<file path="config.mk">
export PLATFORM = sky130hd
export DESIGN_NAME = key_event_decoder
export DESIGN_NICKNAME = d
export VERILOG_FILES = /design/src/rtl/tron_pkg.sv /design/src/rtl/key_debounce.sv /design/src/rtl/key_event_decoder.sv
export SDC_FILE = /design/constraint.sdc
export NUM_CORES = 1
export LEC_CHECK = 0
export BUFFER_PORTS_ARGS = -buffer_cell sky130_fd_sc_hd__buf_2
export CORE_UTILIZATION = 47
export DETAILED_ROUTE_END_ITERATION = 7
export GPL_TIMING_DRIVEN = 0
export REMOVE_ABC_BUFFERS = 1
export SLEW_MARGIN = 5
export SYNTH_ARGS = -nofsm -noshare
export SYNTH_HDL_FRONTEND = slang
export SYNTH_SLANG_ARGS = --single-unit
</file>
<file path="constraint.sdc">
create_clock -name Clk -period 3.7 [get_ports Clk]
set_input_delay 0.185 -clock Clk [delete_from_list [all_inputs] [get_ports Clk]]
set_output_delay 0.185 -clock Clk [all_outputs]
set_load 0.01 [all_outputs]
</file>
<file path="src/rtl/tron_pkg.sv">
// Shared keyboard and game-state definitions for the Tron datapath.
// Latency: none (types, constants and pure functions only).
// Backpressure: none.
package tron_pkg;

    // USB HID keycodes used by the game
    localparam logic [7:0] KC_NONE  = 8'h00;
    localparam logic [7:0] KC_ENTER = 8'h28;
    localparam logic [7:0] KC_W     = 8'h1A;
    localparam logic [7:0] KC_A     = 8'h04;
    localparam logic [7:0] KC_S     = 8'h16;
    localparam logic [7:0] KC_D     = 8'h07;
    localparam logic [7:0] KC_UP    = 8'h52;
    localparam logic [7:0] KC_DOWN  = 8'h51;
    localparam logic [7:0] KC_LEFT  = 8'h50;
    localparam logic [7:0] KC_RIGHT = 8'h4F;

    // Bike heading; reversing a heading flips bit 1
    typedef enum logic [1:0] {
        DIR_UP    = 2'b00,
        DIR_RIGHT = 2'b01,
        DIR_DOWN  = 2'b10,
        DIR_LEFT  = 2'b11
    } dir_t;

    // Game state encoding, shared with the game state machine
    localparam logic [2:0] GS_MENU          = 3'd0;
    localparam logic [2:0] GS_ROUND_PAUSED  = 3'd1;
    localparam logic [2:0] GS_ROUND_STARTED = 3'd2;
    localparam logic [2:0] GS_BLUE_WINS     = 3'd3;
    localparam logic [2:0] GS_RED_WINS      = 3'd4;

    // Key tracking FSM states
    typedef enum logic [2:0] {
        ST_IDLE,
        ST_DEBOUNCE,
        ST_HELD,
        ST_PRESSED,
        ST_REPEATING
    } key_state_t;

    // A decoded direction key: hit says the code belongs to this player
    typedef struct packed {
        logic hit;
        dir_t dir;
    } dir_cmd_t;

    function automatic logic is_up_key(input logic [7:0] kc);
        return (kc == KC_W) || (kc == KC_UP);
    endfunction

    function automatic logic is_down_key(input logic [7:0] kc);
        return (kc == KC_S) || (kc == KC_DOWN);
    endfunction

    function automatic dir_cmd_t blue_cmd(input logic [7:0] kc);
        dir_cmd_t c;
        c = '{hit: 1'b1, dir: DIR_UP};
        case (kc)
            KC_W:    c.dir = DIR_UP;
            KC_D:    c.dir = DIR_RIGHT;
            KC_S:    c.dir = DIR_DOWN;
            KC_A:    c.dir = DIR_LEFT;
            default: c.hit = 1'b0;
        endcase
        return c;
    endfunction

    function automatic dir_cmd_t red_cmd(input logic [7:0] kc);
        dir_cmd_t c;
        c = '{hit: 1'b1, dir: DIR_UP};
        case (kc)
            KC_UP:    c.dir = DIR_UP;
            KC_RIGHT: c.dir = DIR_RIGHT;
            KC_DOWN:  c.dir = DIR_DOWN;
            KC_LEFT:  c.dir = DIR_LEFT;
            default:  c.hit = 1'b0;
        endcase
        return c;
    endfunction

endpackage

</file>
<file path="src/rtl/key_debounce.sv">
// Registers the raw keycode and accepts a new code once it has been stable long enough.
// Latency: o_press is asserted combinationally at the edge STABLE_CYCLES after kc_q first shows the code.
// Backpressure: none; any code change restarts the stability window.
module key_debounce
    import tron_pkg::*;
#(
    parameter int STABLE_CYCLES = 500000,
    parameter int CNT_W         = 25
) (
    input  logic             i_clk,
    input  logic             i_rst,
    input  logic [7:0]       i_keycode,
    output logic             o_start,
    output logic             o_press,
    output logic             o_release,
    output logic [7:0]       o_code,
    output logic [7:0]       o_accepted
);

    // The accepting cycle is the one whose increment would bring the counter
    // to STABLE_CYCLES-1, so the press lands exactly STABLE_CYCLES edges after
    // the first cycle kc_q showed the code.
    localparam logic [CNT_W-1:0] ACCEPT_CNT = CNT_W'(STABLE_CYCLES - 2);
    localparam logic [CNT_W-1:0] CNT_ONE    = CNT_W'(1);

    logic [7:0]       r_kc_q;
    logic [7:0]       r_cand;
    logic [7:0]       r_acc;
    logic [CNT_W-1:0] r_cnt;
    logic             r_busy;
    logic             w_stable_done;

    assign w_stable_done = r_busy && (r_kc_q == r_cand) && (r_cnt == ACCEPT_CNT);
    assign o_start       = !r_busy && (r_kc_q != r_acc);
    assign o_press       = w_stable_done && (r_cand != KC_NONE);
    assign o_release     = w_stable_done && (r_cand == KC_NONE);
    assign o_code        = r_cand;
    assign o_accepted    = r_acc;

    // Single input register; everything downstream looks only at kc_q
    always_ff @(posedge i_clk or posedge i_rst) begin
        if (i_rst) r_kc_q <= KC_NONE;
        else       r_kc_q <= i_keycode;
    end

    // Candidate tracking and stability counting
    always_ff @(posedge i_clk or posedge i_rst) begin
        if (i_rst) begin
            r_cand <= KC_NONE;
            r_acc  <= KC_NONE;
            r_cnt  <= '0;
            r_busy <= 1'b0;
        end else if (o_start) begin
            r_cand <= r_kc_q;
            r_cnt  <= '0;
            r_busy <= 1'b1;
        end else if (r_busy) begin
            if (r_kc_q != r_cand) begin
                r_cand <= r_kc_q;
                r_cnt  <= '0;
            end else if (w_stable_done) begin
                r_acc  <= r_cand;
                r_cnt  <= '0;
                r_busy <= 1'b0;
            end else begin
                r_cnt  <= r_cnt + CNT_ONE;
            end
        end
    end

endmodule

</file>
<file path="src/rtl/key_event_decoder.sv">
// Turns debounced keycodes into one-cycle press events, menu auto-repeat and filtered bike headings.
// Latency: press outputs register STABLE_CYCLES+1 edges after the keycode input changes.
// Backpressure: none; events are strobes and downstream must sample them every cycle.
module key_event_decoder
    import tron_pkg::*;
#(
    parameter int         STABLE_CYCLES = 500000,
    parameter int         REPEAT_DELAY  = 25000000,
    parameter int         REPEAT_PERIOD = 5000000,
    parameter logic [1:0] BLUE_INIT_DIR = 2'b01,
    parameter logic [1:0] RED_INIT_DIR  = 2'b11,
    parameter int         CNT_W         = 25
) (
    input  logic       Clk,
    input  logic       Reset,
    input  logic [7:0] keycode,
    input  logic [2:0] Game_State,
    output logic [7:0] keycode_out,
    output logic       enter_pulse,
    output logic       up_pulse,
    output logic       down_pulse,
    output logic [1:0] blue_dir,
    output logic       blue_dir_valid,
    output logic [1:0] red_dir,
    output logic       red_dir_valid
);

    localparam logic [CNT_W-1:0] DELAY_LAST  = CNT_W'(REPEAT_DELAY - 1);
    localparam logic [CNT_W-1:0] PERIOD_LAST = CNT_W'(REPEAT_PERIOD - 1);
    localparam logic [CNT_W-1:0] CNT_ONE     = CNT_W'(1);

    logic             w_start;
    logic             w_press;
    logic             w_release;
    logic [7:0]       w_code;
    logic [7:0]       w_acc;

    key_state_t       r_state;
    key_state_t       w_state_nxt;
    logic [CNT_W-1:0] r_rep_cnt;
    logic [CNT_W-1:0] w_rep_cnt_nxt;
    logic             w_repeat;

    dir_cmd_t         w_blue_cmd;
    dir_cmd_t         w_red_cmd;
    logic             w_blue_take;
    logic             w_red_take;

    logic [7:0]       r_keycode_out;
    logic             r_enter;
    logic             r_up;
    logic             r_down;
    logic [1:0]       r_blue_dir;
    logic             r_blue_vld;
    logic [1:0]       r_red_dir;
    logic             r_red_vld;

    key_debounce #(
        .STABLE_CYCLES (STABLE_CYCLES),
        .CNT_W         (CNT_W)
    ) u_debounce (
        .i_clk      (Clk),
        .i_rst      (Reset),
        .i_keycode  (keycode),
        .o_start    (w_start),
        .o_press    (w_press),
        .o_release  (w_release),
        .o_code     (w_code),
        .o_accepted (w_acc)
    );

    // Key FSM state and repeat counter registers
    always_ff @(posedge Clk or posedge Reset) begin
        if (Reset) begin
            r_state   <= ST_IDLE;
            r_rep_cnt <= '0;
        end else begin
            r_state   <= w_state_nxt;
            r_rep_cnt <= w_rep_cnt_nxt;
        end
    end

    // Next state and auto-repeat timing; a key change always wins over a repeat
    always_comb begin
        w_state_nxt   = r_state;
        w_rep_cnt_nxt = r_rep_cnt;
        w_repeat      = 1'b0;
        case (r_state)
            ST_IDLE, ST_HELD: begin
                if (w_start) w_state_nxt = ST_DEBOUNCE;
            end
            ST_DEBOUNCE: begin
                if (w_press) begin
                    w_state_nxt   = (is_up_key(w_code) || is_down_key(w_code)) ? ST_PRESSED : ST_HELD;
                    w_rep_cnt_nxt = '0;
                end else if (w_release) begin
                    w_state_nxt   = ST_IDLE;
                end
            end
            ST_PRESSED: begin
                if (w_start) begin
                    w_state_nxt   = ST_DEBOUNCE;
                end else if (r_rep_cnt == DELAY_LAST) begin
                    w_repeat      = 1'b1;
                    w_state_nxt   = ST_REPEATING;
                    w_rep_cnt_nxt = '0;
                end else begin
                    w_rep_cnt_nxt = r_rep_cnt + CNT_ONE;
                end
            end
            ST_REPEATING: begin
                if (w_start) begin
                    w_state_nxt   = ST_DEBOUNCE;
                end else if (r_rep_cnt == PERIOD_LAST) begin
                    w_repeat      = 1'b1;
                    w_rep_cnt_nxt = '0;
                end else begin
                    w_rep_cnt_nxt = r_rep_cnt + CNT_ONE;
                end
            end
            default: w_state_nxt = ST_IDLE;
        endcase
    end

    // Direction requests that are neither a no-op nor a 180-degree turn
    assign w_blue_cmd  = blue_cmd(w_code);
    assign w_red_cmd   = red_cmd(w_code);
    assign w_blue_take = w_press && w_blue_cmd.hit
                         && (w_blue_cmd.dir != r_blue_dir)
                         && (w_blue_cmd.dir != (r_blue_dir ^ 2'b10));
    assign w_red_take  = w_press && w_red_cmd.hit
                         && (w_red_cmd.dir != r_red_dir)
                         && (w_red_cmd.dir != (r_red_dir ^ 2'b10));

    // Press strobes; only up/down also fire on auto-repeat
    always_ff @(posedge Clk or posedge Reset) begin
        if (Reset) begin
            r_keycode_out <= KC_NONE;
            r_enter       <= 1'b0;
            r_up          <= 1'b0;
            r_down        <= 1'b0;
        end else begin
            r_keycode_out <= w_press ? w_code : KC_NONE;
            r_enter       <= w_press && (w_code == KC_ENTER);
            r_up          <= (w_press && is_up_key(w_code)) || (w_repeat && is_up_key(w_acc));
            r_down        <= (w_press && is_down_key(w_code)) || (w_repeat && is_down_key(w_acc));
        end
    end

    // Headings follow presses only during a running round, else sit at their start values
    always_ff @(posedge Clk or posedge Reset) begin
        if (Reset) begin
            r_blue_dir <= BLUE_INIT_DIR;
            r_blue_vld <= 1'b0;
            r_red_dir  <= RED_INIT_DIR;
            r_red_vld  <= 1'b0;
        end else if (Game_State != GS_ROUND_STARTED) begin
            r_blue_dir <= BLUE_INIT_DIR;
            r_blue_vld <= 1'b0;
            r_red_dir  <= RED_INIT_DIR;
            r_red_vld  <= 1'b0;
        end else begin
            r_blue_vld <= w_blue_take;
            r_red_vld  <= w_red_take;
            if (w_blue_take) r_blue_dir <= w_blue_cmd.dir;
            if (w_red_take)  r_red_dir  <= w_red_cmd.dir;
        end
    end

    assign keycode_out    = r_keycode_out;
    assign enter_pulse    = r_enter;
    assign up_pulse       = r_up;
    assign down_pulse     = r_down;
    assign blue_dir       = r_blue_dir;
    assign blue_dir_valid = r_blue_vld;
    assign red_dir        = r_red_dir;
    assign red_dir_valid  = r_red_vld;

endmodule

</file>
==> results.cfg, run 1 <==
[route]
drt-initial-drc-count = 366
viasPerCell = 6.33
drc = 8
routed_wl_um = 13300
drtAntennaViolNets = 0
vias = 4721
firstDrtPassIters = 7
avgRoutedWirePerCell_um = 17.9

[timing]
timing_hold_violations_final = 0
finClkSkew_ns = 0.00637
min_period_ns = 3.47
fmax_mhz = 288
fin_setup_tns_ns = 0
slew_headroom = 0.306
period_share = 0.937
worst_pin_slew_ns = 1.03
setup_violations = 0
rsz0062_at_grt = no
slew_violations = 0
holdWs_ns = 0.133
setup_slack_ns = 0.233

[worst_setup_path]
path_cells = or4b_2 > nor4_1 > nand2_2 > nor2_2 > mux2_2
rr_startpoint = u_debounce.r_cnt[7]
max_stage_delay_ns = 0.71
crit_family = simple AND/OR/NAND/NOR gates
crit_path_top_delay_cell = nor2_2
end_kind = flip-flop
path_class = flip-flop to flip-flop
critPathBufInv = 0
cp-startpoint = u_debounce.r_cnt[7]
worst-path-max-fanout = 40
startpoint_type = flip-flop
arrival_ns = 3.70
worstPathRequired_ns = 3.93

[clock_network]
clk_latency_ns = 0.35
clockBufferDepth = 2
root_buffer = clkbuf_16
cts_buffers = 9
cts.sinks = 95
htreeDepth = 3
cts_tree = done
clkTransAtPathRegs_ns = 0.07

[job]
drv_cap = 0

[layout]
drive_above_1_share = 0.166
area_growth_pct = 11.9
antenna_cells = 0
nNetsFinal = 614
fill_cells = 1054

[grt]
grt.met2_usage = 0.374
use_met1 = 0.328
gr-total-overflow = 0
grt_pass1_vias = 4690
grt_max_degree = 67
track_usage = 0.236
grt-busiest-layer = met2
grt_use_met3 = 0.0273
grt_first_pass_wirelength_um = 23500
antenna_found_initial = 0

[floorplanning]
fp.dieArea_um2 = 12300
dieHeight_um = 111
io_pins = 30
rows = 39
core-area_um2 = 11500
start_util = 0.484
fp.dieW_um = 111

[yosys]
synth_top_area_cell = dfrtp_1
ys.flop_type = dfrtp_1
yosys.area.top_type_share = 0.413
synthDistinctLibCells = 63
synth_warnings = 0
ys_ff_latch = 95
synth_edf_count = 0
yosysMostFrequentCell = dfrtp_1
avgSynthCellArea_um2 = 9.49
syn_area_um2 = 5580
synth_cells = 588
seq_area_frac_synth = 0.427
yosys-top-cells-area = dfrtp_1 41%, o211ai_1 5.8%, o221ai_1 4.1%, nand3_1 3.6%, mux2_2 3.2%
synthArstFlopShare = 1.00
synth_commonest_cells = 92 x dfrtp_1, 43 x nand2_1, 43 x o211ai_1

[placement]
gp_congestion = 0.822
hpwlAfterDp_um = 9030
pre_cts_ws_ns = -0.211
numPortBuffers = 29

[run_status]
violations = design-rule violations
status = finished with violations

[power]
p_leak_nw = 2.30
ir_drop_uv = 214
powerDensity_nw_per_um2 = 337

[min_path]
hp-class = input port to flip-flop
hold_start = Game_State[0]
-- metrics by stage --
stage / std cells / utilization / total power [mW] / cell area (um2)
finish: 746 / 0.542 / 2.10 / 6240
global placement: 716 / 0.497 / 1.15 / 5730
floorplan: 544 / - / 1.13 / 5400
global route: 746 / 0.542 / 2.17 / 6240
detailed placement: 721 / 0.507 / 1.16 / 5840
CTS: 746 / 0.542 / 2.13 / 6240
-- cells in the final DEF, fill, tap and decap left out, drive strengths merged, types with 3 or more instances in the layout --
cell type,n
dfrtp,92
o211ai,43
nand2,43
nand3,40
buf,34
nand4,27
nor2,27
o221ai,26
inv,21
a31oi,17
mux2,16
xnor2,16
o21ai,16
mux2i,13
nor4,12
clkbuf,11
or3,10
xor2,10
nor3,10
and2,10
dlygate4sd3,9
or4,8
or4b,8
or2,7
and3,6
nand2b,5
and4,5
nand3b,4
or3b,4
o2111ai,4
nor4b,4
nor3b,4
a21oi,4
nand4b,3
ha,3
dfstp,3
o22ai,3
-- tightest hold or removal path, delay by kind of cell --
family | cells | cell delay, ns
multiplexers | 1 | 0.06
buffers and inverters | 1 | 0.08
AND/OR/NAND/NOR | 2 | 0.11
-- flip-flops by register name, indices dropped and copies added, names as in the netlist, 2 cells and up --
register / cells
r_rep_cnt: 25
u_debounce.r_cnt: 25
keycode_out: 8
u_debounce.o_accepted: 8
u_debounce.o_code: 8
u_debounce.r_kc_q: 8
r_state: 3
blue_dir: 2
red_dir: 2
-- layout make-up --
class,instances,area (um2),area share
Multi-Input combinational cell,430,2980,0.477
Inverter,19,73.8,0.0118
Tap cell,143,179,0.0287
Timing Repair Buffer,43,324,0.0519
Sequential cell,95,2380,0.381
Clock inverter,5,63.8,0.0102
Clock buffer,11,243,0.0389
-- routing by layer --
layer,routed length (um),up-vias
met5,0,-
met4,248,0
met3,394,16
met1,6450,2331
met2,6240,91
li1,-,2283
-- power by group --
part           total [mW]  internal [mW]  leakage [nW]  switching (mW)
Clock               0.957          0.549         0.147           0.408
Combinational      0.0772         0.0345         0.888          0.0427
Sequential           1.07           1.05          1.27          0.0207
-- worst paths after layout --
path	end	slack [ns]	cells past startpoint
min in group asynchronous	r_rep_cnt[6]	0.41	3
max	u_debounce.o_accepted[2]	0.23	5
max in group asynchronous	blue_dir[0]	2.58	4
min	blue_dir[1]	0.13	4
min reg2reg	r_state[1]	0.47	1
max reg2reg	u_debounce.o_accepted[2]	0.23	5
-- what timing repair did --
item	in CTS	in global routing
gates resized for setup	1	0
setup endpoints to repair	16	0
hold buffers	9	0
setup buffers	0	0
hold endpoints to repair	37	0
-- kinds of logic after synthesis --
group	count (synthesis)	share of synthesized area
adders and majority gates	3	0.00673
AOI/OAI and AO/OA	128	0.173
and+or+nand+nor	244	0.253
buffers and inverters	63	0.0440
DFF	95	0.427
muxes	29	0.0556
xor gates and xnor gates	26	0.0408
Power figures use the tool's default switching activity.
==> inputs of run 2 (changes only) <==
==> constraint.sdc (replaced) <==
create_clock -name Clk -period 3.7 [get_ports Clk]
set_input_delay 0.74 -clock Clk [delete_from_list [all_inputs] [get_ports Clk]]
set_output_delay 0.74 -clock Clk [all_outputs]
set_load 0.01 [all_outputs]
==> results.cfg, run 2 (same netlist as run 1, synthesis figures left out) <==
[route]
routed_wl_um = 13300
drc = 8
drt-initial-drc-count = 334
vias = 4704
firstDrtPassIters = 7
avgRoutedWirePerCell_um = 18.0
drtAntennaViolNets = 0
viasPerCell = 6.38

[timing]
rsz0062_at_grt = no
fmax_mhz = 289
period_share = 0.936
setup_violations = 0
slew_headroom = 0.305
min_period_ns = 3.46
timing_hold_violations_final = 0
finClkSkew_ns = 0.00623
fin_setup_tns_ns = 0
slew_violations = 0
worst_pin_slew_ns = 1.03
setup_slack_ns = 0.238

[worst_setup_path]
max_stage_delay_ns = 0.70
crit_family = simple AND/OR/NAND/NOR gates
cp-startpoint = u_debounce.r_cnt[7]
regToRegSetupSlack_ns = 0.24
end_kind = flip-flop
arrival_ns = 3.70
worstPathRequired_ns = 3.94
critPathBufInv = 0
path_class = flip-flop to flip-flop
path_cells = or4b_2 > nor4_1 > nand2_2 > nor2_2 > mux2_2
startpoint_type = flip-flop
rr_startpoint = u_debounce.r_cnt[7]
crit_path_top_delay_cell = nor2_2
worst-path-max-fanout = 40

[floorplanning]
fp.dieW_um = 111
rows = 39
io_pins = 30
start_util = 0.484
dieHeight_um = 111
fp.dieArea_um2 = 12300
core-area_um2 = 11500

[grt]
grt_use_met3 = 0.0273
grt_pass1_vias = 4657
use_met1 = 0.328
track_usage = 0.235
gr-total-overflow = 0
grt_first_pass_wirelength_um = 23400
grt_max_degree = 67
antenna_found_initial = 0
grt-busiest-layer = met2
grt.met2_usage = 0.373

[power]
powerDensity_nw_per_um2 = 340
p_leak_nw = 2.27
ir_drop_uv = 214

[clock_network]
clk_latency_ns = 0.35
cts_setup_buffers = 0
cts_buffers = 9
cts.sinks = 95
clockBufferDepth = 2
clkTransAtPathRegs_ns = 0.07
htreeDepth = 3
cts_tree = done
root_buffer = clkbuf_16

[job]
drv_cap = 0

[layout]
reg_top3 = r_rep_cnt: 25 flops, u_debounce.r_cnt: 25 flops
drive_above_1_share = 0.168
nNetsFinal = 605
antenna_cells = 0
layout_common_cells = 92 x dfrtp_1, 43 x o211ai_1, 42 x nand2_1
fill_cells = 1058
final_common_cell = dfrtp_1
area_growth_pct = 10.3

[placement]
pre_cts_ws_ns = -0.211
hpwlAfterDp_um = 9030
gp_congestion = 0.822
numPortBuffers = 29

[run_status]
status = finished with violations
violations = design-rule violations

[min_path]
hp-class = input port to async pin
[run 2: stage by stage]
stage / power, mW / util / instances / cell area (um2) / hold WS, ns
after global placement: 1.15 / 0.497 / 716 / 5730 / 0.447
after detailed placement: 1.16 / 0.507 / 721 / 5840 / 0.469
after floorplan: 1.13 / - / 544 / 5400 / 0.427
after global routing: 2.17 / 0.534 / 737 / 6150 / 0.436
after CTS: 2.12 / 0.534 / 737 / 6150 / 0.414
final: 2.09 / 0.534 / 737 / 6150 / 0.411
[run 2: worst paths after layout]
| check | endpoint | cells past startpoint |
|---|---|---|
| setup / recovery | u_debounce.o_accepted[2] | 5 |
| hold / removal | r_rep_cnt[0] | 2 |
| setup reg to reg | u_debounce.o_accepted[2] | 5 |
| hold reg to reg | r_state[1] | 1 |
| max in group asynchronous | blue_dir[0] | 3 |
| min in group Clk | r_state[1] | 1 |
[run 2: worst reg2reg max path, cell delays in order (launching register included)]
cell and delay, ns:
dfrtp_1 0.44, or4b_2 0.67, nor4_1 0.50, nand2_2 0.63, nor2_2 0.71, mux2_2 0.41
[run 2: layout make-up]
class / instances / area [um2] / area share
inverter: 19 / 73.8 / 0.0120
tap: 143 / 179 / 0.0291
sequential: 95 / 2380 / 0.387
timing repair buffer: 34 / 234 / 0.0380
multi-input combinational: 430 / 2980 / 0.484
clock buffer: 11 / 243 / 0.0394
clock inverter: 5 / 63.8 / 0.0104
[run 2: metal layers]
layer  up-vias  routed length [um]
met4         0                 248
met2        90                6240
li1       2267                   -
met5         -                   0
met1      2331                6420
met3        16                 384
[run 2: what timing repair did]
item / in CTS / in global routing
hold buffers: 0 / 0
setup endpoints to repair: 16 / 0
resized for setup: 1 / 0
[run 2: where the power goes]
group / internal [mW] / switching (mW) / total (mW)
registers: 1.05 / 0.0209 / 1.07
logic: 0.0284 / 0.0417 / 0.0700
clock network: 0.549 / 0.407 / 0.956
total: 1.62 / 0.470 / 2.09
==> inputs of run 3 (changes only) <==
- clock period: 3.7 -> 3.4 ns (I/O delays scaled with it)
==> results.cfg, run 3 (same netlist as run 1, synthesis figures left out) <==
[timing]
slew_headroom = 0.298
slew_violations = 0
setup_violations = 0
timing_hold_violations_final = 0
rsz0062_at_grt = no
min_period_ns = 3.16
period_share = 0.930
fmax_mhz = 316
worst_pin_slew_ns = 1.04
fin_setup_tns_ns = 0
finClkSkew_ns = 0.00681

[worst_setup_path]
startpoint_type = flip-flop
worstPathRequired_ns = 3.66
path_class = flip-flop to flip-flop
regToRegSetupSlack_ns = 0.24
cp-startpoint = u_debounce.r_cnt[0]
arrival_ns = 3.42
end_kind = flip-flop
reg2reg_depth = 7
worst-path-max-fanout = 40
rr_startpoint = u_debounce.r_cnt[0]

[route]
routed_wl_um = 13300
avgRoutedWirePerCell_um = 18.1
firstDrtPassIters = 7
vias = 4696
drc = 8
drt-initial-drc-count = 358
viasPerCell = 6.37
drtAntennaViolNets = 0

[grt]
grt_pass1_vias = 4656
grt_max_degree = 67
grt_first_pass_wirelength_um = 23400
antenna_found_initial = 0
gr-total-overflow = 0
track_usage = 0.235

[floorplanning]
fp.dieW_um = 111
dieHeight_um = 111
rows = 39
io_pins = 30
start_util = 0.484
core-area_um2 = 11500
fp.dieArea_um2 = 12300

[placement]
gp_congestion = 0.822
placed_area_um2 = 5840
hpwlAfterDp_um = 9030
numPortBuffers = 29

[layout]
design_area_um2 = 6170
drive_above_1_share = 0.172
nNetsFinal = 605
antenna_cells = 0
final_common_cell = dfrtp_1
area_growth_pct = 10.7
reg_top3 = r_rep_cnt: 25 flops, u_debounce.r_cnt: 25 flops
layout_common_cells = 92 x dfrtp_1, 43 x o211ai_1, 42 x nand2_1

[clock_network]
cts_setup_buffers = 0
cts_buffers = 9
clkTransAtPathRegs_ns = 0.07
clockBufferDepth = 2
cts_tree = done
ctsHoldBuffers = 0
htreeDepth = 3
root_buffer = clkbuf_16
cts.sinks = 95
clk_latency_ns = 0.35

[run_status]
status = finished with violations
violations = design-rule violations

[power]
p_leak_nw = 2.28
powerDensity_nw_per_um2 = 369
power_mw = 2.28
p_switching_mw = 0.511
clkPwrFrac = 0.456
swShare = 0.224
sequentialPowerShare = 0.510
ir_drop_uv = 232
internal_power_mw = 1.77
p_comb_frac = 0.033

[min_path]
hp-class = input port to async pin

[job]
drv_cap = 0
[run 3: cell counts in the layout (fill, tap and decap cells not counted)]
Identical to the previous run, type by type.
[run 3: through the flow]
step           std cells  utilization  hold slack (ns)  setup WS (ns)
2_1_floorplan        544            -            0.427         -0.236
3_3_place_gp         716        0.497            0.447          -1.70
3_5_place_dp         721        0.507            0.469         -0.511
4_1_cts              737        0.535            0.354        -0.0274
5_1_grt              737        0.536            0.376         0.0563
6_report             737        0.536            0.348          0.238
[run 3: final timing paths]
| kind | end |
|---|---|
| worst max-delay path | blue_dir_valid |
| worst min-delay path | r_rep_cnt[6] |
| worst max register to register | blue_dir_valid |
| worst min register to register | r_state[1] |
| max in group asynchronous | blue_dir[0] |
| min in group Clk | u_debounce.r_kc_q[4] |
[run 3: cell type report]
class,instances,area (um2)
clock buffer,11,243
sequential,95,2380
tap,143,179
multi-input combinational,430,3000
inverter,19,73.8
timing repair buffer,34,234
clock inverter,5,63.8
fill,1055,5340
[run 3: critical path, stage by stage, from the launching register on]
cell and delay [ns]:
dfrtp_1 0.45, inv_1 0.09, ha_1 0.14, or4b_2 0.58, nor3_1 0.46, nand2_4 0.39
or4_1 0.74, a211oi_1 0.23
[run 3: timing repair]
| item | 4_1_cts | 5_1_grt |
|---|---|---|
| resized for setup | 2 | 3 |
| pin swaps | 0 | 0 |
| setup endpoints to repair | 36 | 21 |
| cloned | 0 | 0 |
[run 3: per-layer routing]
metal,global-route usage,vias to the layer above,part of all wire
met5,0,-,0
met4,0.0959,0,0.015
met3,0.0273,13,0.029
met2,0.373,79,0.48
met1,0.328,2337,0.48
li1,-,2267,-
[run 3: power by group through the flow]
stage	Sequential (mW)	Clock, mW	Combinational, mW
after floorplan	1.18	0	0.0527
after global placement	1.18	0	0.0710
after detailed placement	1.18	0	0.0783
after CTS	1.16	1.07	0.0786
after global routing	1.16	1.11	0.0878
final	1.16	1.04	0.0761
